**config.mk**
```make
export PLATFORM = sky130hd
export DESIGN_NAME = instr_fetch_unit
export DESIGN_NICKNAME = d
export VERILOG_FILES = /design/src/rtl/fetch_pkg.sv /design/src/rtl/instr_rom.sv /design/src/rtl/instr_fetch_unit.sv
export SDC_FILE = /design/constraint.sdc
export NUM_CORES = 1
export LEC_CHECK = 0
export ABC_AREA = 1
export CORE_UTILIZATION = 60
export DETAILED_ROUTE_END_ITERATION = 12
export PLACE_DENSITY = 0.86
export SLEW_MARGIN = 25
export SYNTH_ARGS = -nofsm -noshare
export SYNTH_HDL_FRONTEND = slang
export SYNTH_HIERARCHICAL = 1
export SYNTH_SLANG_ARGS = --single-unit
```
**constraint.sdc**
```tcl
create_clock -name clk -period 3.51 [get_ports clk]
set_input_delay 0.351 -clock clk [delete_from_list [all_inputs] [get_ports clk]]
set_output_delay 0.351 -clock clk [all_outputs]
set_load 0.01 [all_outputs]
```
**src/rtl/fetch_pkg.sv**
```systemverilog
// -----------------------------------------------------------------------------
// fetch_pkg
//   Shared types and constants for the instruction fetch unit.
//   - INSTR_W            : instruction word width
//   - NOP_INSTR_DEFAULT  : word returned for addresses outside the ROM
//   - fetch_entry_t      : one buffered fetch result {pc, instr}
//   - fifo_state_e       : occupancy of the 2-entry skid FIFO
//   - fifo_occupancy()   : number of entries held in a given FIFO state
// -----------------------------------------------------------------------------
package fetch_pkg;

    localparam int unsigned INSTR_W    = 32;
    localparam int unsigned FIFO_DEPTH = 2;

    localparam logic [INSTR_W-1:0] NOP_INSTR_DEFAULT = 32'h0000_0000;

    typedef struct packed {
        logic [31:0]        pc;
        logic [INSTR_W-1:0] instr;
    } fetch_entry_t;

    typedef enum logic [1:0] {
        FIFO_EMPTY = 2'd0,
        FIFO_ONE   = 2'd1,
        FIFO_FULL  = 2'd2
    } fifo_state_e;

    function automatic logic [1:0] fifo_occupancy(input fifo_state_e state);
        logic [1:0] entries;
        case (state)
            FIFO_ONE:  entries = 2'd1;
            FIFO_FULL: entries = 2'd2;
            default:   entries = 2'd0;
        endcase
        return entries;
    endfunction

endpackage : fetch_pkg

```
**src/rtl/instr_rom.sv**
```systemverilog
// -----------------------------------------------------------------------------
// instr_rom
//   Instruction ROM with a one-cycle synchronous read. The read register only
//   updates when en is high, so the word stays put while no request is made.
//   Every word powers up holding NOP_INSTR.
//
// Ports
//   clk    in   1        clock, read register updates on rising edge
//   en     in   1        read enable (accepted fetch request)
//   addr   in   ADDR_W   word index
//   rdata  out  INSTR_W  word at addr, valid the cycle after en
// -----------------------------------------------------------------------------
module instr_rom
    import fetch_pkg::*;
#(
    parameter int unsigned        ADDR_W    = 8,
    parameter logic [INSTR_W-1:0] NOP_INSTR = NOP_INSTR_DEFAULT,
    parameter string              INIT_FILE = ""
) (
    input  logic                clk,
    input  logic                en,
    input  logic [ADDR_W-1:0]   addr,
    output logic [INSTR_W-1:0]  rdata
);

    localparam int unsigned DEPTH = 1 << ADDR_W;

    typedef logic [DEPTH-1:0][INSTR_W-1:0] rom_image_t;

    // Builds the power-up image: NOP in every word.
    function automatic rom_image_t load_image();
        rom_image_t image;
        for (int i = 0; i < int'(DEPTH); i++) begin
            image[i] = NOP_INSTR;
        end
        return image;
    endfunction

    rom_image_t rom_mem = load_image();

    always_ff @(posedge clk) begin
        if (en) begin
            rdata <= rom_mem[addr];
        end
    end

endmodule : instr_rom

```
**src/rtl/instr_fetch_unit.sv**
```systemverilog
// -----------------------------------------------------------------------------
// instr_fetch_unit
//   Responder to the program counter's address interface. Each accepted word
//   address reads the instruction ROM; one cycle later the ROM word and the
//   registered address form a response that is pushed into a 2-entry skid
//   FIFO. The FIFO head is presented to the IF/ID stage. pc_hold freezes the
//   PC whenever buffered plus in-flight fetches could reach two, and flush
//   throws away everything fetched so far while still accepting the branch
//   target presented in the same cycle.
//
// Ports
//   clk          in   1   clock, all state on rising edge
//   reset        in   1   asynchronous, active-low
//   pc_addr      in   32  word address from the PC
//   pc_valid     in   1   pc_addr is a live request
//   pc_hold      out  1   request not accepted this cycle, PC must not advance
//   flush        in   1   taken branch: drop in-flight and buffered fetches
//   id_stall     in   1   IF/ID cannot take an instruction this cycle
//   instr        out  32  head instruction (0 when nothing buffered)
//   instr_pc     out  32  address of instr (0 when nothing buffered)
//   instr_valid  out  1   instr/instr_pc are valid
//   fetch_count  out  32  instructions delivered to IF/ID, wraps at 2**32
// -----------------------------------------------------------------------------
module instr_fetch_unit
    import fetch_pkg::*;
#(
    parameter int unsigned        ADDR_W    = 8,
    parameter logic [INSTR_W-1:0] NOP_INSTR = NOP_INSTR_DEFAULT,
    parameter string              INIT_FILE = ""
) (
    input  logic                clk,
    input  logic                reset,
    input  logic [31:0]         pc_addr,
    input  logic                pc_valid,
    output logic                pc_hold,
    input  logic                flush,
    input  logic                id_stall,
    output logic [INSTR_W-1:0]  instr,
    output logic [31:0]         instr_pc,
    output logic                instr_valid,
    output logic [31:0]         fetch_count
);

    // ------------------------------------------------------------------
    // Request / in-flight stage
    // ------------------------------------------------------------------
    logic               req;
    logic [INSTR_W-1:0] rom_rdata;
    logic               inflight_q;
    logic [31:0]        resp_pc_q;
    logic               resp_oor_q;
    fetch_entry_t       resp_entry;

    assign req = pc_valid & ~pc_hold;

    instr_rom #(
        .ADDR_W    (ADDR_W),
        .NOP_INSTR (NOP_INSTR),
        .INIT_FILE (INIT_FILE)
    ) u_rom (
        .clk   (clk),
        .en    (req),
        .addr  (pc_addr[ADDR_W-1:0]),
        .rdata (rom_rdata)
    );

    // The in-flight flag follows req even during a flush: the flush only
    // kills the response already in flight (push is gated below), while the
    // branch target accepted in the same cycle must still come back.
    always_ff @(posedge clk or negedge reset) begin
        if (!reset) begin
            inflight_q <= 1'b0;
            resp_pc_q  <= '0;
            resp_oor_q <= 1'b0;
        end else begin
            inflight_q <= req;
            if (req) begin
                resp_pc_q  <= pc_addr;
                resp_oor_q <= |pc_addr[31:ADDR_W];
            end
        end
    end

    // Out-of-range addresses still index the ROM with their low bits, so the
    // word is replaced here; the full address is kept for the branch adder.
    assign resp_entry = '{pc: resp_pc_q, instr: (resp_oor_q ? NOP_INSTR : rom_rdata)};

    // ------------------------------------------------------------------
    // 2-entry skid FIFO, entry 0 is always the head
    // ------------------------------------------------------------------
    fifo_state_e  fifo_state_q;
    fifo_state_e  fifo_state_d;
    fetch_entry_t fifo_q [FIFO_DEPTH];
    fetch_entry_t fifo_d [FIFO_DEPTH];
    logic [31:0]  fetch_count_q;
    logic [31:0]  fetch_count_d;
    logic         push;
    logic         pop;
    logic [2:0]   pending;

    assign instr_valid = (fifo_state_q != FIFO_EMPTY);
    assign push        = inflight_q & ~flush;
    assign pop         = instr_valid & ~id_stall & ~flush;

    // Counts what is buffered plus what will land next cycle. A same-cycle
    // pop is deliberately ignored so the FIFO can never overflow.
    assign pending = {1'b0, fifo_occupancy(fifo_state_q)} + {2'b00, inflight_q};
    assign pc_hold = ~flush & (pending >= 3'd2);

    always_comb begin
        fifo_state_d  = fifo_state_q;
        fifo_d        = fifo_q;
        fetch_count_d = fetch_count_q + {31'd0, pop};

        if (flush) begin
            fifo_state_d = FIFO_EMPTY;
        end else begin
            case (fifo_state_q)
                FIFO_EMPTY: begin
                    if (push) begin
                        fifo_d[0]    = resp_entry;
                        fifo_state_d = FIFO_ONE;
                    end
                end
                FIFO_ONE: begin
                    case ({push, pop})
                        2'b10: begin
                            fifo_d[1]    = resp_entry;
                            fifo_state_d = FIFO_FULL;
                        end
                        2'b01: begin
                            fifo_state_d = FIFO_EMPTY;
                        end
                        2'b11: begin
                            // Head leaves and the new word takes its place.
                            fifo_d[0]    = resp_entry;
                        end
                        default: begin
                        end
                    endcase
                end
                FIFO_FULL: begin
                    // pc_hold keeps push low here.
                    if (pop) begin
                        fifo_d[0]    = fifo_q[1];
                        fifo_state_d = FIFO_ONE;
                    end
                end
                default: begin
                    fifo_state_d = FIFO_EMPTY;
                end
            endcase
        end
    end

    always_ff @(posedge clk or negedge reset) begin
        if (!reset) begin
            fifo_state_q  <= FIFO_EMPTY;
            fetch_count_q <= '0;
            for (int i = 0; i < int'(FIFO_DEPTH); i++) begin
                fifo_q[i] <= '0;
            end
        end else begin
            fifo_state_q  <= fifo_state_d;
            fetch_count_q <= fetch_count_d;
            for (int i = 0; i < int'(FIFO_DEPTH); i++) begin
                fifo_q[i] <= fifo_d[i];
            end
        end
    end

    // Stale entries may remain in the array after a pop or flush; the
    // outputs are forced to zero whenever nothing is buffered.
    assign instr       = instr_valid ? fifo_q[0].instr : '0;
    assign instr_pc    = instr_valid ? fifo_q[0].pc    : '0;
    assign fetch_count = fetch_count_q;

    // A push into a full FIFO would mean the pc_hold rule was broken.
    no_push_when_full : assert property (
        @(posedge clk) disable iff (!reset) !(push && (fifo_state_q == FIFO_FULL))
    );

endmodule : instr_fetch_unit

```
==> impl_results.html, run 1 <==
<table>
<tr><th>Metric</th><th>Value</th></tr>
<tr><th colspan="2">GRT</th></tr>
<tr><td>Pin count of the biggest net entering global routing</td><td>97</td></tr>
<tr><td>First-pass GRT wire length</td><td>34.2 mm</td></tr>
<tr><td>Antenna violations before repair</td><td>0</td></tr>
<tr><td>Total Routing Usage GR</td><td>0.262</td></tr>
<tr><td>Total grt overflow</td><td>0</td></tr>
<tr><td>Number of global-route vias before repair</td><td>7,540</td></tr>
<tr><th colspan="2">STA</th></tr>
<tr><td>Headroom to the max-slew limit</td><td>0.488</td></tr>
<tr><td>Final worst hold slack</td><td>-0.00461 ns</td></tr>
<tr><td>Final cycle utilization of the critical path</td><td>0.729</td></tr>
<tr><td>Setup repair after global routing missed its margin</td><td>no</td></tr>
<tr><td>Hold violation count in the final report</td><td>2</td></tr>
<tr><td>Setup TNS Final</td><td>0 ns</td></tr>
<tr><td>Pins Over Slew Limit</td><td>0</td></tr>
<tr><td>Tightest Pin Transition</td><td>0.768 ns</td></tr>
<tr><td>Maximum clock frequency</td><td>391 MHz</td></tr>
<tr><td>Worst Skew</td><td>0.00887 ns</td></tr>
<tr><td>Number of failing setup endpoints in the final timing report</td><td>0</td></tr>
<tr><td>Min Clock Period, post-route</td><td>2.56 ns</td></tr>
<tr><th colspan="2">Clock tree</th></tr>
<tr><td>Clock root buffer master</td><td>sky130_fd_sc_hd__clkbuf_16</td></tr>
<tr><td>CTS H-tree depth</td><td>4</td></tr>
<tr><td>Post-cts gate resize count</td><td>0</td></tr>
<tr><td>Clock Pin Slew Worst Setup and Hold Paths</td><td>roughly 0.07 ns</td></tr>
<tr><td>Number of setup buffers added after CTS</td><td>0</td></tr>
<tr><td>TritonCTS clock tree</td><td>done</td></tr>
<tr><td>Number of buffers created by CTS</td><td>17</td></tr>
<tr><td>Post-CTS Hold Fix Bufs</td><td>0</td></tr>
<tr><td>Clock Tree Buf Depth</td><td>2</td></tr>
<tr><td>Clock latency of the later-clocked register in the worst-skew pair</td><td>around 0.43 ns</td></tr>
<tr><td>TritonCTS sink count</td><td>196</td></tr>
<tr><th colspan="2">Synth</th></tr>
<tr><td>Cell taking the most area after synthesis</td><td>sky130_fd_sc_hd__dfrtp_1</td></tr>
<tr><td>Number of standard cells after synthesis</td><td>1,251</td></tr>
<tr><td>Post-synthesis average cell area</td><td>7.65 µm²</td></tr>
<tr><td>Synthesis warning total</td><td>6</td></tr>
<tr><td>Syn Std Cell Area</td><td>9560 µm²</td></tr>
<tr><td>Commonest register cell after synthesis</td><td>sky130_fd_sc_hd__dfrtp_1</td></tr>
<tr><td>Main area contributors after synthesis</td><td>sky130_fd_sc_hd__dfrtp_1 51%, sky130_fd_sc_hd__nand2_1 12%, sky130_fd_sc_hd__inv_1 8.5%</td></tr>
<tr><td>Fraction of synthesis flops using an asynchronous set or reset pin</td><td>1.00</td></tr>
<tr><td>EDFF count, synth</td><td>0</td></tr>
<tr><td>Number of library cell types mapped by synthesis</td><td>28</td></tr>
<tr><td>Synthesis-stage register bit count</td><td>196</td></tr>
<tr><td>Share of the synthesized area in the top cell type</td><td>0.513</td></tr>
<tr><td>Share of synthesized area occupied by flip-flops and latches</td><td>0.513</td></tr>
<tr><th colspan="2">Die</th></tr>
<tr><td>Die width</td><td>between 100 and 150 µm</td></tr>
<tr><td>I/O pin cnt</td><td>about 140</td></tr>
<tr><td>Row Count</td><td>45</td></tr>
<tr><td>Die Span Y</td><td>128 µm</td></tr>
<tr><td>Core ar.</td><td>15,400 µm²</td></tr>
<tr><td>Initial standard-cell utilization of the core</td><td>0.622</td></tr>
<tr><td>Total Die Area</td><td>16,400 µm²</td></tr>
<tr><th colspan="2">Critical path</th></tr>
<tr><td>Critical path fanouts, max</td><td>46</td></tr>
<tr><td>Worst path required time</td><td>roughly 3.2 ns</td></tr>
<tr><td>Worst setup EP type</td><td>output port</td></tr>
<tr><td>Data arrival time at the worst-slack endpoint</td><td>approximately 2.2 ns</td></tr>
<tr><td>Cells on worst reg2reg path</td><td>12</td></tr>
<tr><td>Startpoint of the worst setup timing path</td><td>fifo_state_q[0]</td></tr>
<tr><td>Crit Reg-Reg Startpoint</td><td>fifo_state_q[0]</td></tr>
<tr><td>Type of origin of the critical path</td><td>flop</td></tr>
<tr><td>Start-to-end type of the worst setup path</td><td>flop to output port</td></tr>
<tr><th colspan="2">Power and ir drop</th></tr>
<tr><td>Pwr per Cell Area</td><td>607 nW/µm²</td></tr>
<tr><td>Leakage power summed over all cells</td><td>5.30 nW</td></tr>
<tr><td>Worst voltage drop across the vdd grid</td><td>about 0.38 mV</td></tr>
<tr><th colspan="2">Drt</th></tr>
<tr><td>Total wirelength of the detailed-routed design</td><td>20.2 mm</td></tr>
<tr><td>Count of routing violations after the opening detailed-route iteration</td><td>677</td></tr>
<tr><td>Via density</td><td>5.03</td></tr>
<tr><td>DRT Pass-1 Iters</td><td>5</td></tr>
<tr><td>DRC violation count after routing</td><td>0</td></tr>
<tr><td>Antenna Nets Post-Route</td><td>0</td></tr>
<tr><td>Routed len/inst</td><td>12.8 µm</td></tr>
<tr><td>DR vias</td><td>7,963</td></tr>
<tr><th colspan="2">Min path</th></tr>
<tr><td>Tightest Hold Check Type</td><td>input pin to asynchronous set/reset pin</td></tr>
<tr><th colspan="2">Outcome</th></tr>
<tr><td>Violations in the final reports</td><td>negative hold slack</td></tr>
<tr><td>Status</td><td>finished with violations</td></tr>
<tr><th colspan="2">Final layout</th></tr>
<tr><td>Post-route non-filler standard cell count</td><td>1,582</td></tr>
<tr><td>Final Net Count</td><td>1,397</td></tr>
<tr><td>Diodes inserted</td><td>0</td></tr>
<tr><td>Fraction of layout instances using a drive strength above 1</td><td>0.0394</td></tr>
<tr><td>Synth-to-Final Area Change</td><td>20.5%</td></tr>
<tr><th colspan="2">Place</th></tr>
<tr><td>Number of placed instances, taps included</td><td>about 1,600</td></tr>
<tr><td>Dpl hpwl</td><td>13.3 mm</td></tr>
<tr><td>Gp weighted congestion</td><td>0.893</td></tr>
<tr><td>IO buf count</td><td>134</td></tr>
<tr><th colspan="2">Run</th></tr>
<tr><td>Maximum Capacitance Violations</td><td>0</td></tr>
</table>
## state kept, by name (all words and copies together) (netlist names)
signal / flops
fetch_count: 32
resp_oor_q: 1
fifo_state_q: 2
resp_pc_q: 32
fifo_q: 128
inflight_q: 1
## cells by family (layout without fill, tap and decap cells)
| group | Yosys count | after routing | share of synthesized area |
|---|---|---|---|
| simple gates | 493 | 493 | 0.205 |
| buf+inv | 309 | 398 | 0.141 |
| compound gates | 232 | 232 | 0.123 |
| flops | 196 | 196 | 0.513 |
| xor+xnor | 18 | 18 | 0.0165 |
| fa+ha+maj | 2 | 2 | 0.00262 |
| other cells | 1 | 32 | 0.000392 |
## metrics by stage
stage / total power (W) / util / cell area, µm² / worst slack [ns]
6_report: 0.00700 / 0.750 / 11500 / 0.950
5_1_grt: 0.00743 / 0.750 / 11500 / 0.828
4_1_cts: 0.00703 / 0.750 / 11500 / 0.910
3_5_place_dp: 0.00503 / 0.711 / 10900 / 0.996
3_3_place_gp: 0.00494 / 0.711 / 10900 / 1.13
2_1_floorplan: 0.00433 / - / 9680 / 1.70
## cells in the final DEF (no fill, tap or decap), drive strengths merged
cell           netlist  layout
bufinv               0       2
clkdlybuf4s50        0     133
conb                 1      32
nand4               13      13
clkinvlp             0       2
buf                 63      12
a211oi               1       1
nand3               15      15
o31ai                1       1
xor2                12      12
clkbuf              26      18
dfrtp              196     196
xnor2                6       6
nor3                 5       5
clkinv               0       4
nor3b                2       2
a31oi                1       1
o21ai              227     227
nor2               147     147
a21oi                2       2
nand2              304     304
nand3b               7       7
ha                   2       2
inv                220     227
## path summary, 6_finish.rpt
path / end / slack, ns
min: fifo_q[14] / -0.005
min in group clk: resp_pc_q[5] / 0.47
min reg2reg: resp_pc_q[14] / 0.49
max reg2reg: fetch_count[28] / 1.38
max in group asynchronous: fifo_q[117] / 2.63
max: instr_pc[16] / 0.95
## layer usage
layer	wire length, µm	global-route usage	part of all wire	vias to the layer above
met5	0	0	0	-
met4	427	0.103	0.021	0
met3	859	0.0447	0.043	35
met2	9930	0.439	0.49	218
met1	8980	0.341	0.44	3747
li1	-	-	-	3963
## Yosys cell counts (all sizes together) (2+ instances only)
| cell type | n |
|---|---|
| nand2 | 304 |
| o21ai | 227 |
| inv | 220 |
| dfrtp | 196 |
| nor2 | 147 |
| buf | 63 |
| clkbuf | 26 |
| nand3 | 15 |
| nand4 | 13 |
| xor2 | 12 |
| nand3b | 7 |
| xnor2 | 6 |
| nor3 | 5 |
| a21oi | 2 |
| ha | 2 |
| nor3b | 2 |
## critical path, stage by stage, from the launching register on
cell	delay, ns
sky130_fd_sc_hd__dfrtp_1	0.45
sky130_fd_sc_hd__nor2_4	0.43
sky130_fd_sc_hd__buf_12	0.29
sky130_fd_sc_hd__nor2_1	0.10
sky130_fd_sc_hd__clkdlybuf4s50_1	0.49
## cell type report
| cell class | instances | area, µm² |
|---|---|---|
| multi-input cells | 777 | 3450 |
| clock buffers | 17 | 425 |
| repair buffers | 146 | 1490 |
| clock inverters | 15 | 169 |
| well taps | 211 | 264 |
| inverters | 220 | 826 |
| fillers | 1138 | 3850 |
| flip-flops and latches | 196 | 4900 |
## where the power goes
group	leakage [nW]	total [W]	internal (W)	switching [W]
Sequential	2.51	0.00320	0.00294	0.000257
Combinational	2.50	0.00183	0.000744	0.00108
Clock	0.289	0.00197	0.00107	0.000902
Total	5.30	0.00700	0.00475	0.00224
Power figures use the tool's default switching activity.
==> run 2, diff against run 1 <==
--- a/config.mk
+++ b/config.mk
@@ -6,9 +6,9 @@
 export NUM_CORES = 1
 export LEC_CHECK = 0
 export ABC_AREA = 1
-export CORE_UTILIZATION = 60
+export CORE_UTILIZATION = 56
 export DETAILED_ROUTE_END_ITERATION = 12
-export PLACE_DENSITY = 0.86
+export PLACE_DENSITY = 0.81
 export SLEW_MARGIN = 25
 export SYNTH_ARGS = -nofsm -noshare
 export SYNTH_HDL_FRONTEND = slang
==> constraint.sdc (replaced) <==
create_clock -name clk -period 2.5 [get_ports clk]
set_input_delay 0.25 -clock clk [delete_from_list [all_inputs] [get_ports clk]]
set_output_delay 0.25 -clock clk [all_outputs]
set_load 0.01 [all_outputs]
==> run 2 against run 1 <==
Compared with the run above: the flow now finishes without violations; via count decreased by 1.1%; non-clock buffer count grew 5; routed wire length fell by 0.18%; sequential cell count is the same; clock power increased by 41%; global-route usage is 1.8 points lower; design area increased by 0.68%; first-iteration DRC count shrank 12%; clock-buffer cell count rose by 2; hold slack better by 0.37 ns; critical path type unchanged; largest cell class unchanged.
==> impl_results.html, run 2 (synthesized netlist as in run 1, its figures left out) <==
<table>
<tr><th>Metric</th><th>Value</th></tr>
<tr><th colspan="2">Power and ir drop</th></tr>
<tr><td>Power consumption</td><td>0.00982 W</td></tr>
<tr><td>Clk pwr share</td><td>0.282</td></tr>
<tr><td>Switching power of the nets</td><td>0.00312 W</td></tr>
<tr><td>Worst voltage drop across the vdd grid</td><td>0.496 mV</td></tr>
<tr><td>Fraction of power spent switching nets</td><td>0.318</td></tr>
<tr><td>Reg power frac</td><td>0.456</td></tr>
<tr><td>Relative contribution of combinational cells to total power</td><td>0.262</td></tr>
<tr><td>Pwr per Cell Area</td><td>846 nW/µm²</td></tr>
<tr><td>Pint</td><td>0.00670 W</td></tr>
<tr><td>Leakage power summed over all cells</td><td>~5.3 nW</td></tr>
<tr><th colspan="2">Critical path</th></tr>
<tr><td>Worst setup path end</td><td>instr[29]</td></tr>
<tr><td>Critical path fanouts, max</td><td>18</td></tr>
<tr><td>Start-to-end type of the worst setup path</td><td>flop to output port</td></tr>
<tr><td>Top cell family by delay on the critical path</td><td>buffers and inverters</td></tr>
<tr><td>Worst path required time</td><td>2.25 ns</td></tr>
<tr><td>Highest-delay cell along the critical path</td><td>sky130_fd_sc_hd__clkdlybuf4s50_1</td></tr>
<tr><td>Crit path depth</td><td>4</td></tr>
<tr><td>Cell chain of the critical path</td><td>nor2_4 &gt; buf_4 &gt; nor2_1 &gt; clkdlybuf4s50_1</td></tr>
<tr><td>Slack of the worst reg-to-reg path</td><td>0.34 ns</td></tr>
<tr><td>Largest stage delay, worst path</td><td>between 0.4 and 0.5 ns</td></tr>
<tr><td>Type of origin of the critical path</td><td>flop</td></tr>
<tr><td>Number of buffers and inverters on the critical path</td><td>2</td></tr>
<tr><td>Worst setup EP type</td><td>output port</td></tr>
<tr><td>Startpoint of the worst setup timing path</td><td>fifo_state_q[0]</td></tr>
<tr><td>Data arrival time at the worst-slack endpoint</td><td>roughly 2.1 ns</td></tr>
<tr><td>Reg2reg end</td><td>fetch_count[28]</td></tr>
<tr><td>Crit Reg-Reg Startpoint</td><td>fifo_state_q[0]</td></tr>
<tr><td>Cells on worst reg2reg path</td><td>12</td></tr>
<tr><th colspan="2">Final layout</th></tr>
<tr><td>Fraction of layout instances using a drive strength above 1</td><td>0.0407</td></tr>
<tr><td>Synth-to-Final Area Change</td><td>21.3%</td></tr>
<tr><td>Flip-flop count of the largest register, all copies and words added</td><td>128</td></tr>
<tr><td>Commonest non-fill, non-tap cells in the layout</td><td>304 x sky130_fd_sc_hd__nand2_1, 216 x sky130_fd_sc_hd__inv_1, 196 x sky130_fd_sc_hd__dfrtp_1, 144 x sky130_fd_sc_hd__nor2_1, 136 x sky130_fd_sc_hd__o21ai_0</td></tr>
<tr><td>Register with the most flip-flops</td><td>fifo_q</td></tr>
<tr><td>Diodes inserted</td><td>0</td></tr>
<tr><td>Cell area after layout</td><td>roughly 12,000 µm²</td></tr>
<tr><td>Post-route non-filler standard cell count</td><td>1,596</td></tr>
<tr><td>Most common library cell in the layout ignoring fill and taps</td><td>sky130_fd_sc_hd__nand2_1</td></tr>
<tr><td>Final Net Count</td><td>1,402</td></tr>
<tr><td>Util after Layout</td><td>0.697</td></tr>
<tr><th colspan="2">Drt</th></tr>
<tr><td>Total wirelength of the detailed-routed design</td><td>20.2 mm</td></tr>
<tr><td>Routed len/inst</td><td>approximately 13 µm</td></tr>
<tr><td>DRT Pass-1 Iters</td><td>5</td></tr>
<tr><td>Via density</td><td>4.93</td></tr>
<tr><td>Count of routing violations after the opening detailed-route iteration</td><td>595</td></tr>
<tr><td>Antenna Nets Post-Route</td><td>0</td></tr>
<tr><td>DRC violation count after routing</td><td>0</td></tr>
<tr><td>DR vias</td><td>about 8,000</td></tr>
<tr><th colspan="2">Die</th></tr>
<tr><td>Die width</td><td>~130 µm</td></tr>
<tr><td>I/O pin cnt</td><td>135</td></tr>
<tr><td>Die Span Y</td><td>133 µm</td></tr>
<tr><td>Row Count</td><td>47</td></tr>
<tr><td>Core ar.</td><td>16,600 µm²</td></tr>
<tr><td>Total Die Area</td><td>17,600 µm²</td></tr>
<tr><td>Initial standard-cell utilization of the core</td><td>0.575</td></tr>
<tr><th colspan="2">STA</th></tr>
<tr><td>Number of failing setup endpoints in the final timing report</td><td>0</td></tr>
<tr><td>Setup TNS Final</td><td>0 ns</td></tr>
<tr><td>Hold violation count in the final report</td><td>0</td></tr>
<tr><td>Final cycle utilization of the critical path</td><td>0.938</td></tr>
<tr><td>Maximum clock frequency</td><td>427 MHz</td></tr>
<tr><td>Setup repair after global routing missed its margin</td><td>no</td></tr>
<tr><td>Worst Skew</td><td>0.0118 ns</td></tr>
<tr><td>Min Clock Period, post-route</td><td>between 2 and 2.5 ns</td></tr>
<tr><td>Tightest Pin Transition</td><td>around 0.82 ns</td></tr>
<tr><td>Pins Over Slew Limit</td><td>0</td></tr>
<tr><td>Headroom to the max-slew limit</td><td>0.452</td></tr>
<tr><th colspan="2">GRT</th></tr>
<tr><td>Total grt overflow</td><td>0</td></tr>
<tr><td>Pin count of the biggest net entering global routing</td><td>97</td></tr>
<tr><td>First-pass GRT wire length</td><td>between 30 and 40 mm</td></tr>
<tr><td>Total Routing Usage GR</td><td>0.244</td></tr>
<tr><td>Antenna violations before repair</td><td>0</td></tr>
<tr><td>Number of global-route vias before repair</td><td>7,264</td></tr>
<tr><th colspan="2">Clock tree</th></tr>
<tr><td>Number of setup buffers added after CTS</td><td>0</td></tr>
<tr><td>Clock Pin Slew Worst Setup and Hold Paths</td><td>0.08 ns</td></tr>
<tr><td>Number of buffers created by CTS</td><td>17</td></tr>
<tr><td>Clock Tree Buf Depth</td><td>2</td></tr>
<tr><td>CTS H-tree depth</td><td>4</td></tr>
<tr><td>Clock latency of the later-clocked register in the worst-skew pair</td><td>0.43 ns</td></tr>
<tr><td>Clock root buffer master</td><td>sky130_fd_sc_hd__clkbuf_16</td></tr>
<tr><td>TritonCTS sink count</td><td>196</td></tr>
<tr><td>TritonCTS clock tree</td><td>done</td></tr>
<tr><th colspan="2">Place</th></tr>
<tr><td>Gp weighted congestion</td><td>0.853</td></tr>
<tr><td>IO buf count</td><td>134</td></tr>
<tr><td>Placed cell areas</td><td>11,000 µm²</td></tr>
<tr><td>Number of placed instances, taps included</td><td>1,563</td></tr>
<tr><td>Dpl hpwl</td><td>13.2 mm</td></tr>
<tr><th colspan="2">Run</th></tr>
<tr><td>Maximum Capacitance Violations</td><td>0</td></tr>
<tr><th colspan="2">Outcome</th></tr>
<tr><td>Status</td><td>finished, final reports clean</td></tr>
<tr><th colspan="2">Min path</th></tr>
<tr><td>Worst hold path startpoint</td><td>pc_addr[6]</td></tr>
<tr><td>Tightest Hold Check Type</td><td>input pin to flop</td></tr>
</table>
-- run 2: changes by cell type in the layout (fill, tap and decap cells not counted), sizes merged --
cell,previous run,this run
clkinv,4,3
inv,227,226
buf,12,16
dlygate4sd3,0,1
clkbuf,18,20
-- run 2: worst min path at each step --
| stage | slack, ns | depth (start not counted) | to |
|---|---|---|---|
| floorplan | -0.05 | 0 | fetch_count[0] |
| global placement | 0.33 | 1 | fetch_count[21] |
| detailed placement | 0.34 | 1 | fetch_count[13] |
| CTS | 0.35 | 3 | resp_pc_q[6] |
| global route | 0.36 | 3 | resp_pc_q[6] |
| finish | 0.36 | 3 | resp_pc_q[6] |
-- run 2: power groups by stage --
stage	registers, W	clock network, W	logic [W]
final	0.00448	0.00277	0.00257
after global routing	0.00458	0.00294	0.00293
after CTS	0.00448	0.00281	0.00259
after detailed placement	0.00453	0	0.00255
after global placement	0.00449	0	0.00247
after floorplan	0.00445	0	0.00164
-- run 2: layout make-up --
cell class | instances | area (µm²)
Timing Repair Buffer | 151 | 1550
Sequential cell | 196 | 4900
Clock buffer | 19 | 433
Multi-Input combinational cell | 777 | 3450
Fill cell | 1367 | 5040
Clock inverter | 13 | 164
Tap cell | 220 | 275
Inverter | 220 | 826
-- run 2: timing repair --
| action | CTS | global route |
|---|---|---|
| hold buffers | 1 | 0 |
| endpoints found under the hold margin | 74 | 0 |
| resized for setup | 0 | 0 |
-- run 2: tightest hold or removal path, stage by stage --
cell and delay (ns):
sky130_fd_sc_hd__clkdlybuf4s50_1 0.39, sky130_fd_sc_hd__nand2_1 0.06, sky130_fd_sc_hd__o21ai_1 0.05
-- run 2: stage by stage --
stage               hold slack (ns)  setup WS (ns)
CTS                           0.354          0.138
floorplan                   -0.0456          0.692
detailed placement            0.337          0.277
finish                        0.362          0.156
global route                  0.365         0.0308
global placement              0.334          0.310
-- run 2: metal layers --
layer	vias to the layer above	track usage	wire length [µm]
met2	198	0.404	9990
met4	0	0.0677	266
met1	3676	0.328	8990
li1	3978	-	-
met5	-	0	0
met3	23	0.0460	910
==> run 3, diff against run 2 <==
--- a/config.mk
+++ b/config.mk
@@ -6,9 +6,9 @@
 export NUM_CORES = 1
 export LEC_CHECK = 0
 export ABC_AREA = 1
-export CORE_UTILIZATION = 56
+export CORE_UTILIZATION = 52
 export DETAILED_ROUTE_END_ITERATION = 12
-export PLACE_DENSITY = 0.81
+export PLACE_DENSITY = 0.76
 export SLEW_MARGIN = 25
 export SYNTH_ARGS = -nofsm -noshare
 export SYNTH_HDL_FRONTEND = slang
==> run 3 against run 2 <==
Compared with the run above: via count shrank 0.60%; sequential cell count stayed put; design area increased by 0.28%; critical path depth stayed put; global-route usage shrank 2.4 points; core utilization is 5.2 points lower; hold slack got worse by 0.032 ns; non-clock buffer count rose by 1; routed wire length is 2.2% lower; first-iteration DRC count shrank 24%; die area increased by 7.6%; largest power group unchanged; highest routed layer unchanged.
==> impl_results.html, run 3 (synthesized netlist as in run 1, its figures left out) <==
<table>
<tr><th>Metric</th><th>Value</th></tr>
<tr><th colspan="2">Outcome</th></tr>
<tr><td>Status</td><td>finished, final reports clean</td></tr>
<tr><th colspan="2">Place</th></tr>
<tr><td>Dpl hpwl</td><td>between 10 and 15 mm</td></tr>
<tr><td>Gp weighted congestion</td><td>0.858</td></tr>
<tr><td>IO buf count</td><td>134</td></tr>
<tr><th colspan="2">Power and ir drop</th></tr>
<tr><td>Worst voltage drop across the vdd grid</td><td>0.523 mV</td></tr>
<tr><td>Pwr per Cell Area</td><td>848 nW/µm²</td></tr>
<tr><td>Leakage power summed over all cells</td><td>5.34 nW</td></tr>
<tr><td>Power consumption</td><td>0.00987 W</td></tr>
<tr><th colspan="2">STA</th></tr>
<tr><td>Pins Over Slew Limit</td><td>0</td></tr>
<tr><td>Number of failing setup endpoints in the final timing report</td><td>0</td></tr>
<tr><td>Hold violation count in the final report</td><td>0</td></tr>
<tr><td>Tightest Pin Transition</td><td>0.842 ns</td></tr>
<tr><td>Final cycle utilization of the critical path</td><td>0.879</td></tr>
<tr><td>Setup repair after global routing missed its margin</td><td>no</td></tr>
<tr><td>Worst Skew</td><td>a little over 0.007 ns</td></tr>
<tr><td>Setup TNS Final</td><td>0 ns</td></tr>
<tr><td>Maximum clock frequency</td><td>between 400 and 500 MHz</td></tr>
<tr><td>Headroom to the max-slew limit</td><td>0.438</td></tr>
<tr><td>Min Clock Period, post-route</td><td>2.20 ns</td></tr>
<tr><th colspan="2">Final layout</th></tr>
<tr><td>Diodes inserted</td><td>0</td></tr>
<tr><td>Layout fillers</td><td>1,587</td></tr>
<tr><td>Most common library cell in the layout ignoring fill and taps</td><td>sky130_fd_sc_hd__nand2_1</td></tr>
<tr><td>Synth-to-Final Area Change</td><td>21.6%</td></tr>
<tr><td>Final Net Count</td><td>1,403</td></tr>
<tr><td>Flip-flop count of the largest register, all copies and words added</td><td>128</td></tr>
<tr><td>Fraction of layout instances using a drive strength above 1</td><td>0.0421</td></tr>
<tr><td>Register with the most flip-flops</td><td>fifo_q</td></tr>
<tr><td>Commonest non-fill, non-tap cells in the layout</td><td>304 x sky130_fd_sc_hd__nand2_1, 216 x sky130_fd_sc_hd__inv_1, 196 x sky130_fd_sc_hd__dfrtp_1, 144 x sky130_fd_sc_hd__nor2_1, 136 x sky130_fd_sc_hd__o21ai_0</td></tr>
<tr><th colspan="2">Critical path</th></tr>
<tr><td>Start-to-end type of the worst setup path</td><td>flop to output port</td></tr>
<tr><td>Highest-delay cell along the critical path</td><td>sky130_fd_sc_hd__clkdlybuf4s50_1</td></tr>
<tr><td>Top cell family by delay on the critical path</td><td>buffers and inverters</td></tr>
<tr><td>Critical path fanouts, max</td><td>19</td></tr>
<tr><td>Worst path required time</td><td>between 2 and 2.5 ns</td></tr>
<tr><td>Data arrival time at the worst-slack endpoint</td><td>1.95 ns</td></tr>
<tr><td>Number of buffers and inverters on the critical path</td><td>2</td></tr>
<tr><td>Largest stage delay, worst path</td><td>0.48 ns</td></tr>
<tr><td>Worst setup EP type</td><td>output port</td></tr>
<tr><td>Type of origin of the critical path</td><td>flop</td></tr>
<tr><td>Cell chain of the critical path</td><td>nor2_4 &gt; buf_4 &gt; nor2_1 &gt; clkdlybuf4s50_1</td></tr>
<tr><th colspan="2">Clock tree</th></tr>
<tr><td>Clock latency of the later-clocked register in the worst-skew pair</td><td>0.43 ns</td></tr>
<tr><td>Post-cts gate resize count</td><td>0</td></tr>
<tr><td>Clock Tree Buf Depth</td><td>2</td></tr>
<tr><td>Clock root buffer master</td><td>sky130_fd_sc_hd__clkbuf_16</td></tr>
<tr><td>Clock Pin Slew Worst Setup and Hold Paths</td><td>0.07 ns</td></tr>
<tr><td>Number of buffers created by CTS</td><td>17</td></tr>
<tr><td>TritonCTS clock tree</td><td>done</td></tr>
<tr><td>CTS H-tree depth</td><td>4</td></tr>
<tr><td>TritonCTS sink count</td><td>slightly below 200</td></tr>
<tr><th colspan="2">Die</th></tr>
<tr><td>Total Die Area</td><td>18,900 µm²</td></tr>
<tr><td>Initial standard-cell utilization of the core</td><td>0.531</td></tr>
<tr><td>I/O pin cnt</td><td>approximately 140</td></tr>
<tr><td>Die width</td><td>138 µm</td></tr>
<tr><td>Core ar.</td><td>18,000 µm²</td></tr>
<tr><td>Row Count</td><td>49</td></tr>
<tr><td>Die Span Y</td><td>~140 µm</td></tr>
<tr><th colspan="2">Drt</th></tr>
<tr><td>Total wirelength of the detailed-routed design</td><td>19.7 mm</td></tr>
<tr><td>DRT Pass-1 Iters</td><td>5</td></tr>
<tr><td>DR vias</td><td>slightly below 8,000</td></tr>
<tr><td>Via density</td><td>4.87</td></tr>
<tr><td>Count of routing violations after the opening detailed-route iteration</td><td>451</td></tr>
<tr><td>Antenna Nets Post-Route</td><td>0</td></tr>
<tr><td>Routed len/inst</td><td>~12 µm</td></tr>
<tr><td>DRC violation count after routing</td><td>0</td></tr>
<tr><th colspan="2">GRT</th></tr>
<tr><td>First-pass GRT wire length</td><td>32.7 mm</td></tr>
<tr><td>Pin count of the biggest net entering global routing</td><td>97</td></tr>
<tr><td>Antenna violations before repair</td><td>0</td></tr>
<tr><td>Total grt overflow</td><td>0</td></tr>
<tr><td>Total Routing Usage GR</td><td>0.219</td></tr>
<tr><td>Number of global-route vias before repair</td><td>7,069</td></tr>
<tr><th colspan="2">Run</th></tr>
<tr><td>Maximum Capacitance Violations</td><td>0</td></tr>
<tr><th colspan="2">Min path</th></tr>
<tr><td>Tightest Hold Check Type</td><td>input pin to asynchronous set/reset pin</td></tr>
</table>
==> run 3: cell count changes in the layout (fill, tap and decap cells not counted), sizes merged <==
cell,previous run,this run
inv,226,221
clkbuf,20,21
bufinv,2,3
clkinvlp,2,3
buf,16,17
clkinv,3,5
==> run 3: final timing paths <==
kind,startpoint,endpoint,slack [ns],depth (start not counted)
max in group asynchronous,reset,fifo_q[0],1.43,3
worst min register to register,resp_pc_q[10],resp_pc_q[10],0.49,2
worst max register to register,fifo_state_q[0],fetch_count[30],0.42,12
worst max-delay path,fifo_state_q[0],instr[25],0.30,4
worst min-delay path,reset,fetch_count[17],0.33,2
min in group clk,pc_addr[27],resp_pc_q[27],0.38,3
==> run 3: layout make-up <==
cell class,count,area (µm²),share of cell area
Clock buffer,20,457,0.0393
Tap cell,229,287,0.0246
Clock inverter,12,154,0.0132
Inverter,220,826,0.0710
Sequential cell,196,4900,0.422
Timing Repair Buffer,152,1560,0.134
Multi-Input combinational cell,777,3450,0.296
==> run 3: routing by layer <==
metal,global-route usage,wire [µm]
met5,0,0
met4,0.0763,310
met3,0.0357,741
met2,0.355,9420
met1,0.297,9240
==> run 3: repair_timing <==
action / 4_1_cts / 5_1_grt
endpoints found under the hold margin: 56 / 0
buffers inserted: 0 / 2
hold buffers: 1 / 0
endpoints found under the setup margin: 0 / 6
==> run 3: where the power goes <==
part / internal [W] / switching (W)
Combinational: 0.00108 / 0.00149
Sequential: 0.00413 / 0.000341
Clock: 0.00163 / 0.00121
==> run 3: per-stage QoR <==
step | setup WS (ns) | utilization | cell area (µm²) | hold slack [ns] | std cells
4_1_cts | 0.0739 | 0.645 | 11600 | 0.353 | 1604
6_report | 0.301 | 0.645 | 11600 | 0.330 | 1606
3_3_place_gp | 0.308 | 0.610 | 11000 | 0.252 | 1571
3_5_place_dp | 0.244 | 0.610 | 11000 | 0.256 | 1571
5_1_grt | 0.196 | 0.645 | 11600 | 0.394 | 1606
2_1_floorplan | 0.692 | - | 9680 | -0.0456 | 1282
